File: src/rtl/spi_slave_receiver.sv
// spi_slave_receiver: SPI mode-0 slave front end; synchronises pins, assembles MSB-first bytes
// and shifts a parallel tx byte out on miso.
module spi_slave_receiver #(
  parameter int SPI_DATA_WIDTH = 8,
  parameter int SYNC_STAGES    = 2
) (
  input  logic                      clk,
  input  logic                      rst,
  input  logic                      sclk,
  input  logic                      mosi,
  input  logic                      cs,
  output logic                      miso,
  input  logic [SPI_DATA_WIDTH-1:0] to_spi,
  output logic                      tx_taken,
  output logic                      spi_ready,
  output logic [SPI_DATA_WIDTH-1:0] from_spi,
  output logic                      frame_active
);
  localparam int W  = SPI_DATA_WIDTH;
  localparam int CW = $clog2(W + 1);
  localparam logic [CW-1:0] FULL = CW'(W);
  typedef enum logic [1:0] {IDLE, LOAD, SHIFT} state_t;
  state_t state_q;
  logic [SYNC_STAGES:0]   sclk_q, cs_q;
  logic [SYNC_STAGES-1:0] mosi_q;
  logic                   fall_q, skip_q;
  logic [W-1:0]           rx_q, tx_q, rx_d, tx_d;
  logic [CW-1:0]          cnt_q;
  logic                   sclk_rise, sclk_fall, cs_rise, cs_fall;
  assign sclk_rise = sclk_q[SYNC_STAGES-1] & ~sclk_q[SYNC_STAGES];
  assign sclk_fall = ~sclk_q[SYNC_STAGES-1] & sclk_q[SYNC_STAGES];
  assign cs_rise   = cs_q[SYNC_STAGES-1] & ~cs_q[SYNC_STAGES];
  assign cs_fall   = ~cs_q[SYNC_STAGES-1] & cs_q[SYNC_STAGES];
  assign rx_d      = {rx_q[W-2:0], mosi_q[SYNC_STAGES-1]};
  assign tx_d      = {tx_q[W-2:0], 1'b0};
  // tx_q is zero outside a frame, so its MSB is the registered miso
  assign miso      = tx_q[W-1];
  // cs chain clears to 0: a cs already low at reset release yields no cs_fall
  always_ff @(posedge clk or negedge rst)
    if (!rst) begin
      sclk_q <= '0;
      cs_q   <= '0;
      mosi_q <= '0;
      fall_q <= 1'b0;
    end else begin
      sclk_q <= {sclk_q[SYNC_STAGES-1:0], sclk};
      cs_q   <= {cs_q[SYNC_STAGES-1:0], cs};
      mosi_q <= {mosi_q[SYNC_STAGES-2:0], mosi};
      fall_q <= sclk_fall;
    end
  always_ff @(posedge clk or negedge rst)
    if (!rst) begin
      state_q      <= IDLE;
      rx_q         <= '0;
      tx_q         <= '0;
      cnt_q        <= '0;
      skip_q       <= 1'b0;
      from_spi     <= '0;
      spi_ready    <= 1'b0;
      tx_taken     <= 1'b0;
      frame_active <= 1'b0;
    end else begin
      spi_ready <= 1'b0;
      tx_taken  <= 1'b0;
      if (cs_rise) begin
        state_q      <= IDLE;
        cnt_q        <= '0;
        tx_q         <= '0;
        skip_q       <= 1'b0;
        frame_active <= 1'b0;
      end else if (state_q == IDLE) begin
        if (cs_fall) begin
          state_q      <= LOAD;
          frame_active <= 1'b1;
        end
      end else if (state_q == LOAD) begin
        tx_q     <= to_spi;
        tx_taken <= 1'b1;
        state_q  <= SHIFT;
      end else if (cnt_q == FULL) begin
        from_spi  <= rx_q;
        spi_ready <= 1'b1;
        cnt_q     <= '0;
        tx_q      <= to_spi;
        tx_taken  <= 1'b1;
        skip_q    <= 1'b1;
      end else begin
        if (sclk_rise) begin
          rx_q  <= rx_d;
          cnt_q <= cnt_q + 1'b1;
        end
        // the fall right after a reload must keep the fresh MSB on miso
        if (fall_q) begin
          skip_q <= 1'b0;
          tx_q   <= skip_q ? tx_q : tx_d;
        end
      end
    end
endmodule

File: config.mk
export PLATFORM = sky130hd
export DESIGN_NAME = spi_slave_receiver
export DESIGN_NICKNAME = d
export VERILOG_FILES = /design/src/rtl/spi_slave_receiver.sv
export SDC_FILE = /design/constraint.sdc
export NUM_CORES = 1
export LEC_CHECK = 0
export BUFFER_PORTS_ARGS = -buffer_cell sky130_fd_sc_hd__clkbuf_2
export CAP_MARGIN = 15
export CORE_UTILIZATION = 46
export DETAILED_ROUTE_END_ITERATION = 10
export GPL_TIMING_DRIVEN = 0
export PLACE_DENSITY_LB_ADDON = 0.1
export SLEW_MARGIN = 20
export SYNTH_ARGS = -nofsm -noshare
export SYNTH_HDL_FRONTEND = slang
export SYNTH_SLANG_ARGS = --single-unit
File: constraint.sdc
create_clock -name clk -period 1.6 [get_ports clk]
set_input_delay 0.16 -clock clk [delete_from_list [all_inputs] [get_ports clk]]
set_output_delay 0.16 -clock clk [all_outputs]
set_load 0.01 [all_outputs]
# Yosys cells after proc, flatten, opt, wreduce, memory -nomap -nowiden
# Cells that the tools add are included.
[word_totals]
inputBits = 13
elab_cells = 76
out_inout_bits = 12
ff_bits = 43
[op_classes]
reduce_logical = 14
eq_ne = 6
n_addsub = 1
muxes = 30
n_bitwise = 12
[ops]
columns = ["op", "n"]
rows = [
  ["$mux 8", 6],
  ["$mux 4", 5],
  ["$mux 1", 15],
  ["$reduce_and 3->1", 3],
  ["$reduce_bool 3->1", 3],
  ["$mux 2", 4],
  ["$not 1->1", 8],
  ["$reduce_and 5->1", 1],
  ["$add 4x1->4 const B", 1],
  ["$and 1x1->1", 4],
  ["$eq 4x4->1 const B", 1],
  ["$ne 2x2->1 const B", 2],
  ["$ne 4x1->1 const B", 1],
  ["$reduce_and 2->1", 2],
  ["$reduce_and 4->1", 1],
  ["$reduce_bool 2->1", 2],
  ["$reduce_bool 4->1", 1],
  ["$ne 3x3->1 const B", 1],
  ["$eq 2x1->1 const B", 1],
  ["$logic_not 2->1", 1],
]

# Longest topological paths before layout
# Gate-level depths: netlist (run 1).
[depth]
depth_word = 7
depth_mapped = 7
mapped_depth_nobuf = 6

# Least setup slack after synthesis (run 1)
# No wires, ideal clock.
[synth_path]
path_kind = "register to register"
from = "reg cs_q[1]"
to = "reg from_spi[0]"
setup_time_ns = 0.128
period_less_slack_ns = 1.639
required_time_ns = 1.472
setup_slack_ns = -0.039
path_stages_with_launch = 7
arrival_time_ns = 1.511
n_path_buf = 2
path_cell_list = "dfrtp_1 -> ha_1 -> buf_2 -> nor2b_1 -> and2_1 -> buf_4 -> mux2_1"
[synth_between]
elab_chain_len = 3
[synth_lines]
columns = ["item", "line", "source"]
rows = [
  ["from (decl)", "24", "logic [SYNC_STAGES:0] sclk_q, cs_q;"],
  ["from (signal assigned)", "47", "cs_q <= {cs_q[SYNC_STAGES-1:0], cs};"],
  ["$and 1x1->1", "32", "assign cs_rise = cs_q[SYNC_STAGES-1] & ~cs_q[SYNC_STAGES];"],
  ["$not 1->1 (no line)", "-", ""],
  ["$reduce_and 4->1 (no line)", "-", ""],
  ["to (signal assigned)", "81", "from_spi <= rx_q;"],
  ["to (decl)", "16", "output logic [SPI_DATA_WIDTH-1:0] from_spi,"],
]
# No other way between the ends.
# A chain may end at the register's enable or synchronous reset.

# Worst setup path in the final report (run 1)
[layout_path]
from = "reg cnt_q[0]"
to = "reg from_spi[5]"
[layout_between]
elab_chain_len = 2
[layout_lines]
columns = ["item", "line", "source"]
rows = [
  ["from (decl)", "28", "logic [CW-1:0] cnt_q;"],
  ["from (signal assigned)", "90", "cnt_q <= cnt_q + 1'b1;"],
  ["$eq 4x4->1", "80", "end else if (cnt_q == FULL) begin"],
  ["$reduce_and 4->1 (no line)", "-", ""],
]
# No other way between the ends.

==> results of run 1 <==
-- sequential cells by signal, summed over array words and instances (netlist names) --
name and cells:
cnt_q 4, skip_q 1, rx_q 8, state_q 2, spi_ready 1, tx_taken 1, cs_q 3, frame_active 1
mosi_q 2, fall_q 1, tx_q 8, sclk_q 3, from_spi 8
-- final timing paths --
kind                                                end  slack (ns)  cells past startpoint
worst max register to register  from_spi[5]$_DFFE_PN0P_       -0.03                      6
worst min-delay path            from_spi[7]$_DFFE_PN0P_      -0.002                      1
worst min register to register        cs_q[1]$_DFF_PN0_        0.35                      0
worst max-delay path            from_spi[5]$_DFFE_PN0P_       -0.03                      6
min in group clk                    tx_q[0]$_DFFE_PN0P_        0.10                      2
max in group asynchronous       from_spi[6]$_DFFE_PN0P_        1.03                      1
-- layer usage --
layer  global-route usage  up-vias  share of wire
met1                0.230      575           0.48
met5                    0        -              0
met4               0.0767        0          0.015
li1                     -      552              -
met3               0.0399        5          0.038
met2                0.281       19           0.47
-- final cells by class --
class	instances	area, µm²
Buffer	2	26.3
Tap cell	48	60.1
Clock inverter	2	35.0
Inverter	5	18.8
Sequential cell	43	1080
Multi-Input combinational cell	80	774
Timing Repair Buffer	36	221
Clock buffer	6	82.6
Fill cell	287	1370
-- placed cells by master, fill, tap and decap left out, types with 2 or more instances in the layout --
cell	count
dlygate4sd3_1	3
buf_6	2
clkbuf_2	23
o21ai_1	4
nor2_1	6
mux2i_1	7
buf_4	8
dfrtp_1	43
clkbuf_8	6
a21oi_1	3
ha_2	2
inv_1	4
nand2_1	6
a22o_1	2
mux2_4	16
o2bb2ai_1	6
nand2b_1	3
nor2b_1	3
-- critical path: cells and delay by family (launching register included) --
kind	cells	cell delay (ns)
and+or+nand+nor	2	0.47
DFF	1	0.40
muxes	1	0.31
buffers and inverters	2	0.21
adders and majority gates	1	0.13
-- power groups by stage --
stage	clock network, µW	logic, µW	registers, µW
floorplan	0	843	1640
global placement	0	1130	1630
detailed placement	0	1190	1660
CTS	874	1500	1630
global route	916	1800	1690
finish	853	1640	1650
-- cells by family after synthesis --
group,count (synthesis),synth area share
and+or+nand+nor,31,0.0973
buffers and inverters,7,0.0179
adders and majority gates,4,0.0286
muxes,24,0.149
DFF,43,0.615
AOI/OAI and AO/OA,21,0.0916
-- through the flow --
| step | cells | utilization |
|---|---|---|
| 2_1_floorplan | 130 | - |
| 3_3_place_gp | 202 | 0.528 |
| 3_5_place_dp | 202 | 0.528 |
| 4_1_cts | 219 | 0.606 |
| 5_1_grt | 222 | 0.627 |
| 6_report | 222 | 0.627 |
-- what timing repair did --
action | 4_1_cts | 5_1_grt
hold endpoints to repair | 3 | 0
endpoints found under the setup margin | 29 | 29
hold buffers | 3 | 0
pin swaps | 12 | 7
cloned | 1 | 0
gates resized for setup | 25 | 15
setup buffers | 5 | 3
==> flow_results.org, run 1 <==
** Floorplanning
- Placeable core area :: 3660 µm²
- The initial utilization of the core area, before any placement, comes to 0.478.
- Number of cell rows :: 22
- The die is 63.7 µm wide.
- Boundary pin count :: 25
- Die outline area :: 4050 µm²
- Die outline height :: 63.7 µm

** Timing
- RSZ-0062 raised after global routing :: true
- Final-report hold violation count :: 4
- Headroom to the max-slew limit came out at 0.389.
- The max-slew violation count is 0.
- Tightest hold margin :: -0.00249 ns
- Final Critical Period :: 1.63 ns
- F_max :: 0.613 GHz
- Final clock skew :: 0.00812 ns
- Setup-violating endpoint count in the final report :: 7
- For the final routed database, the setup TNS stands at -0.0987 ns.
- In the post-route analysis, the smallest setup slack over all paths is -0.0316 ns.
- Portion of the clock cycle consumed by the worst path in the final layout :: 1.02
- For the pin with the worst max-slew slack, the measured transition is 0.916 ns.

** Clock tree
- Cell at the root of the clock tree :: clkbuf_8
- In this run the number of H-tree levels came out at 2.
- The number of clock buffers added by TritonCTS is 5.
- After clock tree synthesis, the clock-pin slew on the worst setup and hold paths is 0.07 ns.
- The clock passes through at most 2 buffers.
- TritonCTS built the clock tree.
- TritonCTS sink count :: 43
- For the worst-skew pair, the clock arrives at the later sink with an insertion delay of 0.29 ns.

** Logic synthesis
- Yosys instantiated no cell more often than dfrtp_1.
- Top cells by area in the synthesized netlist :: dfrtp_1 62%, mux2_1 10%, mux2i_1 4.0%
- Syn_nets :: 147
- Post-synth EDFFs :: 0
- After synthesis the netlist holds a flip-flop and latch count of 43.
- Cells after synthesis :: 130
- Of the post-synthesis cell area, the dominant cell type holds 0.615.
- Share of flip-flops with an asynchronous set or reset :: 1.00
- Yosys printed 0 warnings.
- Primary FF master, synth :: dfrtp_1
- Averaged over all synthesized cells, the footprint is 13.5 µm².
- The cell area that synthesis handed to floorplanning was 1750 µm².
- Number of different library cells in the post-synthesis netlist :: 31
- The share of the Yosys chip area taken by registers is 0.615.
- Cell type with the largest total area after synthesis :: dfrtp_1
- The commonest cells after synthesis are 43 x dfrtp_1, 16 x mux2_1, 7 x mux2i_1, 7 x nand2_1, 7 x o2bb2ai_1.

** Run status
- Outcome :: complete, but fails checks
- Failing checks :: negative hold slack, negative setup slack

** Pwr
- Across the VDD grid, the largest voltage drop is 0.929 mV.
- Fraction of power consumed by the clock network :: 0.206
- Of the total power, the share spent switching nets is 0.325.
- For this design the total switching power over the nets is 1350 µW.
- Part of the power in registers :: 0.397
- The share of total power dissipated in combinational logic is 0.397.
- Post-route total power :: 4140 µW
- Cell Pwr Density :: 1800 nW/µm²
- Cell-internal power :: 2800 µW
- For this design the static power due to leakage is 0.00112 µW.

** Finish
- The area growth from synthesis to layout is 31.2%.
- Summing all non-filler instances in the final layout gives an area of 2290 µm².
- Layout net count :: 190
- Proportion of layout cells with a drive suffix above 1 :: 0.431
- The repair_antennas step left the layout with diodes totalling 0.

** Placed design
- Estimated wirelength of the detail-placed design :: 1980 µm
- Number of buffers added on ports :: 24
- Routability-driven placement finished with a final weighted congestion of 0.747.
- In this run the cell area measured after placement is 1930 µm².
- OpenSTA, run right after detailed placement, puts the worst setup slack at -0.219 ns.

** Setup path
- The worst setup path is of the flop to flop kind.
- Launch point of the worst path :: cnt_q[0]$_DFFE_PN0P_
- Slowest stage delay, CP :: 0.40 ns
- Cell-by-cell listing of the critical path :: inv_2, ha_4, and3b_2, and2_4, buf_8, mux2_4
- The startpoint identified for the worst register-to-register timing path is cnt_q[0]$_DFFE_PN0P_.
- Of all nets on the critical path, the largest fanout is 6.
- Signal arrival time at the worst endpoint :: 1.80 ns
- Crit path launch type :: flop
- Required time at the endpoint of the critical path :: 1.77 ns
- Cell with the largest stage delay on the worst path :: dfrtp_1
- Sort of element at the end of the critical path :: flop

** Hold path
- Hold Crit Class :: input pin to asynchronous set/reset pin

** Routing
- Via count :: 1151
- Antenna violation net count after detailed routing :: 0
- In the routed layout, each cell is associated on average with a via count of 5.18.
- The first detailed-routing pass ran for 6 iterations.
- Average detailed-routed wire length per instance :: 14.2 µm
- Wires add up to 3140 µm.
- For this run, design rule violations remaining after detail routing come to 0.
- Drt first-iter violations :: 57

** GRT
- The number of global-route vias before repair is 1170.
- Initial antenna violation count :: 0
- Largest net degree at the start of global routing :: 44
- The first global-routing pass estimated 5420 µm of wire.
- Aggregate global-route resource usage :: 0.176
- After global routing the overflow that remains totals 0.

** Run
- Count of max-cap constraint violations :: 0
Note: power is estimated with default switching activity, not from simulation.
==> run 2, diff against run 1 <==
--- a/config.mk
+++ b/config.mk
@@ -7,6 +7,7 @@
 export LEC_CHECK = 0
 export BUFFER_PORTS_ARGS = -buffer_cell sky130_fd_sc_hd__clkbuf_2
 export CAP_MARGIN = 15
+export CORE_ASPECT_RATIO = 0.6
 export CORE_UTILIZATION = 46
 export DETAILED_ROUTE_END_ITERATION = 10
 export GPL_TIMING_DRIVEN = 0
==> run 2 against run 1 <==
  * The flow finishes with violations (negative setup slack)
  * Fmax shrank 3.4%
  * Clock skew shrank 0.0041 ns
  * Global-route usage grew 2.0 points
  * Non-clock buffer count grew 3
  * Die area grew 0.20%
==> flow_results.org, run 2 (synthesized netlist as in run 1, its figures left out) <==
** Run status
- Outcome :: complete, but fails checks (unchanged)
- Failing checks: negative setup slack (was negative hold slack, negative setup slack).

** Routing
- The post-detailed-route DRC marker count is 0 (unchanged).
- The detailed-routing iteration count for the pre-antenna-repair pass is 4 (was 6).
- Average detailed-routed wire length per instance :: 15.5 µm (was 14.2 µm)
- The residual antenna-violating net count after detailed routing is 0 (unchanged).
- Drt first-iter violations :: 83 (was 57)
- Highest metal layer with signal wires :: met4 (unchanged)
- The met1 layer wirelength in the final routing is 1730 µm (was 1500 µm).
- Via count :: 1163 (was 1151)
- Sum of met2 wire segment lengths after detailed routing :: 1550 µm (was 1480 µm)
- The via density per instance came to 5.24 (was 5.18).
- The wire length reported by the detailed router came to 3450 µm (was 3140 µm).
- The met3 wirelength from detailed routing came to 123 µm (was 121 µm).

** Timing
- RSZ-0062 raised after global routing: true (unchanged).
- Portion of the clock cycle consumed by the worst path in the final layout :: 1.06 (was 1.02)
- Tightest hold margin :: 0.00288 ns (was -0.00249 ns)
- Final clock skew :: 0.00404 ns (was 0.00812 ns)
- Worst-Margin Slew :: 0.929 ns (was 0.916 ns)
- The minimum period implied by the final worst setup slack came to 1.69 ns (was 1.63 ns).
- The max-slew violation count is 0 (unchanged).
- Final-report hold violation count :: 0 (was 4)
- Setup-violating endpoint count in the final report :: 10 (was 7)
- The minimum setup slack in the final design came to -0.0895 ns (was -0.0316 ns).
- F_max :: 0.592 GHz (was 0.613 GHz)
- Worst slew slack as a fraction of its limit :: 0.380 (was 0.389)

** GRT
- The total congestion overflow after global routing was 0 (unchanged).
- The initial antenna violation count was 0 (unchanged).
- Global-route wire length before repair :: 5690 µm (was 5420 µm)
- The largest net degree at the start of global routing was 44 (unchanged).
- Aggregate global-route resource usage :: 0.196 (was 0.176)
- Via count of the first global-routing pass :: 1177 (was 1170)

** Pwr
- Highest ir drop seen on vdd :: 1.02 mV (was 0.929 mV)
- Post-route total power :: 4090 µW (was 4140 µW)
- The static leakage is 0.00112 µW (about the same).
- The power density normalized to cell area was 1780 nW/µm² (was 1800 nW/µm²).

** Placed design
- Number of buffers added on ports :: 24 (unchanged)
- Final weighted congestion of routability-driven global placement :: 0.767 (was 0.747)
- The post-detailed-placement half-perimeter wirelength was 2140 µm (was 1980 µm).

** Setup path
- Worst R2R Path Depth :: 6 (unchanged)
- The largest driver fanout on the critical path was 5 (was 6).
- Kind of critical path :: flop to flop (unchanged)
- The element type at the critical path start is a flop (unchanged).
- The type of element capturing the critical path was a flop (unchanged).
- The data required time at the worst endpoint came to 1.83 ns (was 1.77 ns).
- The worst endpoint data arrival time is 1.92 ns (was 1.80 ns).

** Floorplanning
- The floorplan row count is 16 (was 22).
- Die outline area :: 4060 µm² (was 4050 µm²)
- The initial standard-cell utilization of the core was 0.508 (was 0.478).
- Placeable core area :: 3440 µm² (was 3660 µm²)
- Boundary pin count :: 25 (unchanged)
- The overall die width is 81.6 µm (was 63.7 µm).
- Die outline height :: 49.8 µm (was 63.7 µm)

** Finish
- The fraction of layout instances using a drive strength above 1 is 0.435 (was 0.431).
- Largest registers :: from_spi (8), rx_q (8), tx_q (8) (unchanged)
- The signed area change from the synthesized netlist to the final layout is 31.3% (was 31.2%).
- The final layout net count came to 193 (was 190).
- The diode insertion count for antenna repair was 0 (unchanged).
- The most frequent standard cell in the layout excluding fill and tap cells was dfrtp_1 (unchanged).
- Most used cells in the layout excluding fill and tap cells: 43 x dfrtp_1, 23 x clkbuf_2, 16 x mux2_4, 11 x buf_4 (was 43 x dfrtp_1, 23 x clkbuf_2, 16 x mux2_4, 8 x buf_4, 7 x mux2i_1).

** Clock tree
- Clock edge transition at the registers on the reported setup and hold paths :: 0.08 ns (was 0.07 ns)
- Cell at the root of the clock tree :: clkbuf_8 (unchanged)
- H-Tree Level Count :: 2 (unchanged)
- Clock Path Buffers :: 2 (unchanged)
- TritonCTS sink count :: 43 (unchanged)
- The TritonCTS clock tree is built (unchanged).
- The clock latency at the later pin of the worst-skew pair is 0.29 ns (about the same).
- Inserted Clock Buffers :: 5 (unchanged)

** Run
- Count of max-cap constraint violations :: 0 (unchanged)

** Hold path
- The class of the tightest hold or removal check is input pin to asynchronous set/reset pin (unchanged).
-- run 2: cell count changes in the layout (fill, tap and decap cells not counted), sizes merged --
| cell | change |
|---|---|
| clkbuf | +1 |
| buf | +3 |
| clkinv | -1 |
| bufinv | -1 |
| clkinvlp | +1 |
-- run 2: timing repair --
item                                    CTS  global route
setup buffers                             8             3
pin swaps                                 3             3
endpoints found under the setup margin   29            29
endpoints found under the hold margin     3             0
resized for setup                        25            12
gates cloned                              1             0
hold buffers                              3             0
-- run 2: final cells by class --
class	instances	area, µm²
Buffer	2	22.5
Clock buffer	7	96.3
Clock inverter	1	7.51
Fill cell	261	1150
Inverter	5	18.8
Multi-Input combinational cell	80	776
Sequential cell	43	1080
Tap cell	45	56.3
Timing Repair Buffer	39	244
-- run 2: per-stage QoR --
stage	util	instances	worst slack, ns	setup TNS [ns]	instance area, µm²
global placement	0.560	199	-0.155	-3.14	1930
floorplan	-	130	0.0101	0	1750
CTS	0.648	219	-0.0428	-0.286	2230
detailed placement	0.560	199	-0.211	-4.44	1930
finish	0.667	222	-0.0895	-0.450	2300
global route	0.667	222	-0.189	-2.59	2300
-- run 2: path summary, 6_finish.rpt --
kind	start	to	slack, ns
max	cnt_q[0]$_DFFE_PN0P_	cnt_q[3]$_DFFE_PN0P_	-0.09
min	rst	from_spi[1]$_DFFE_PN0P_	0.003
max reg2reg	cnt_q[0]$_DFFE_PN0P_	cnt_q[3]$_DFFE_PN0P_	-0.09
min reg2reg	cs_q[0]$_DFF_PN0_	cs_q[1]$_DFF_PN0_	0.36
max in group asynchronous	rst	state_q[1]$_DFFE_PN0P_	1.02
min in group clk	to_spi[0]	tx_q[0]$_DFFE_PN0P_	0.09
-- run 2: worst max-delay path, stage by stage, from the launching register on --
cell and delay (ns):
dfrtp_1 0.38, inv_1 0.06, ha_1 0.17, and3b_2 0.29, o32ai_4 0.14, or4_1 0.51, nand4_1 0.09
-- run 2: layer usage --
metal,track usage,vias up
met5,0,-
met4,0.0526,0
met3,0.0593,7
met2,0.293,19
met1,0.278,584
li1,-,553
-- run 2: where the power goes --
group / switching [µW] / internal (µW)
Combinational: 804 / 901
Clock: 355 / 392
Sequential: 231 / 1410
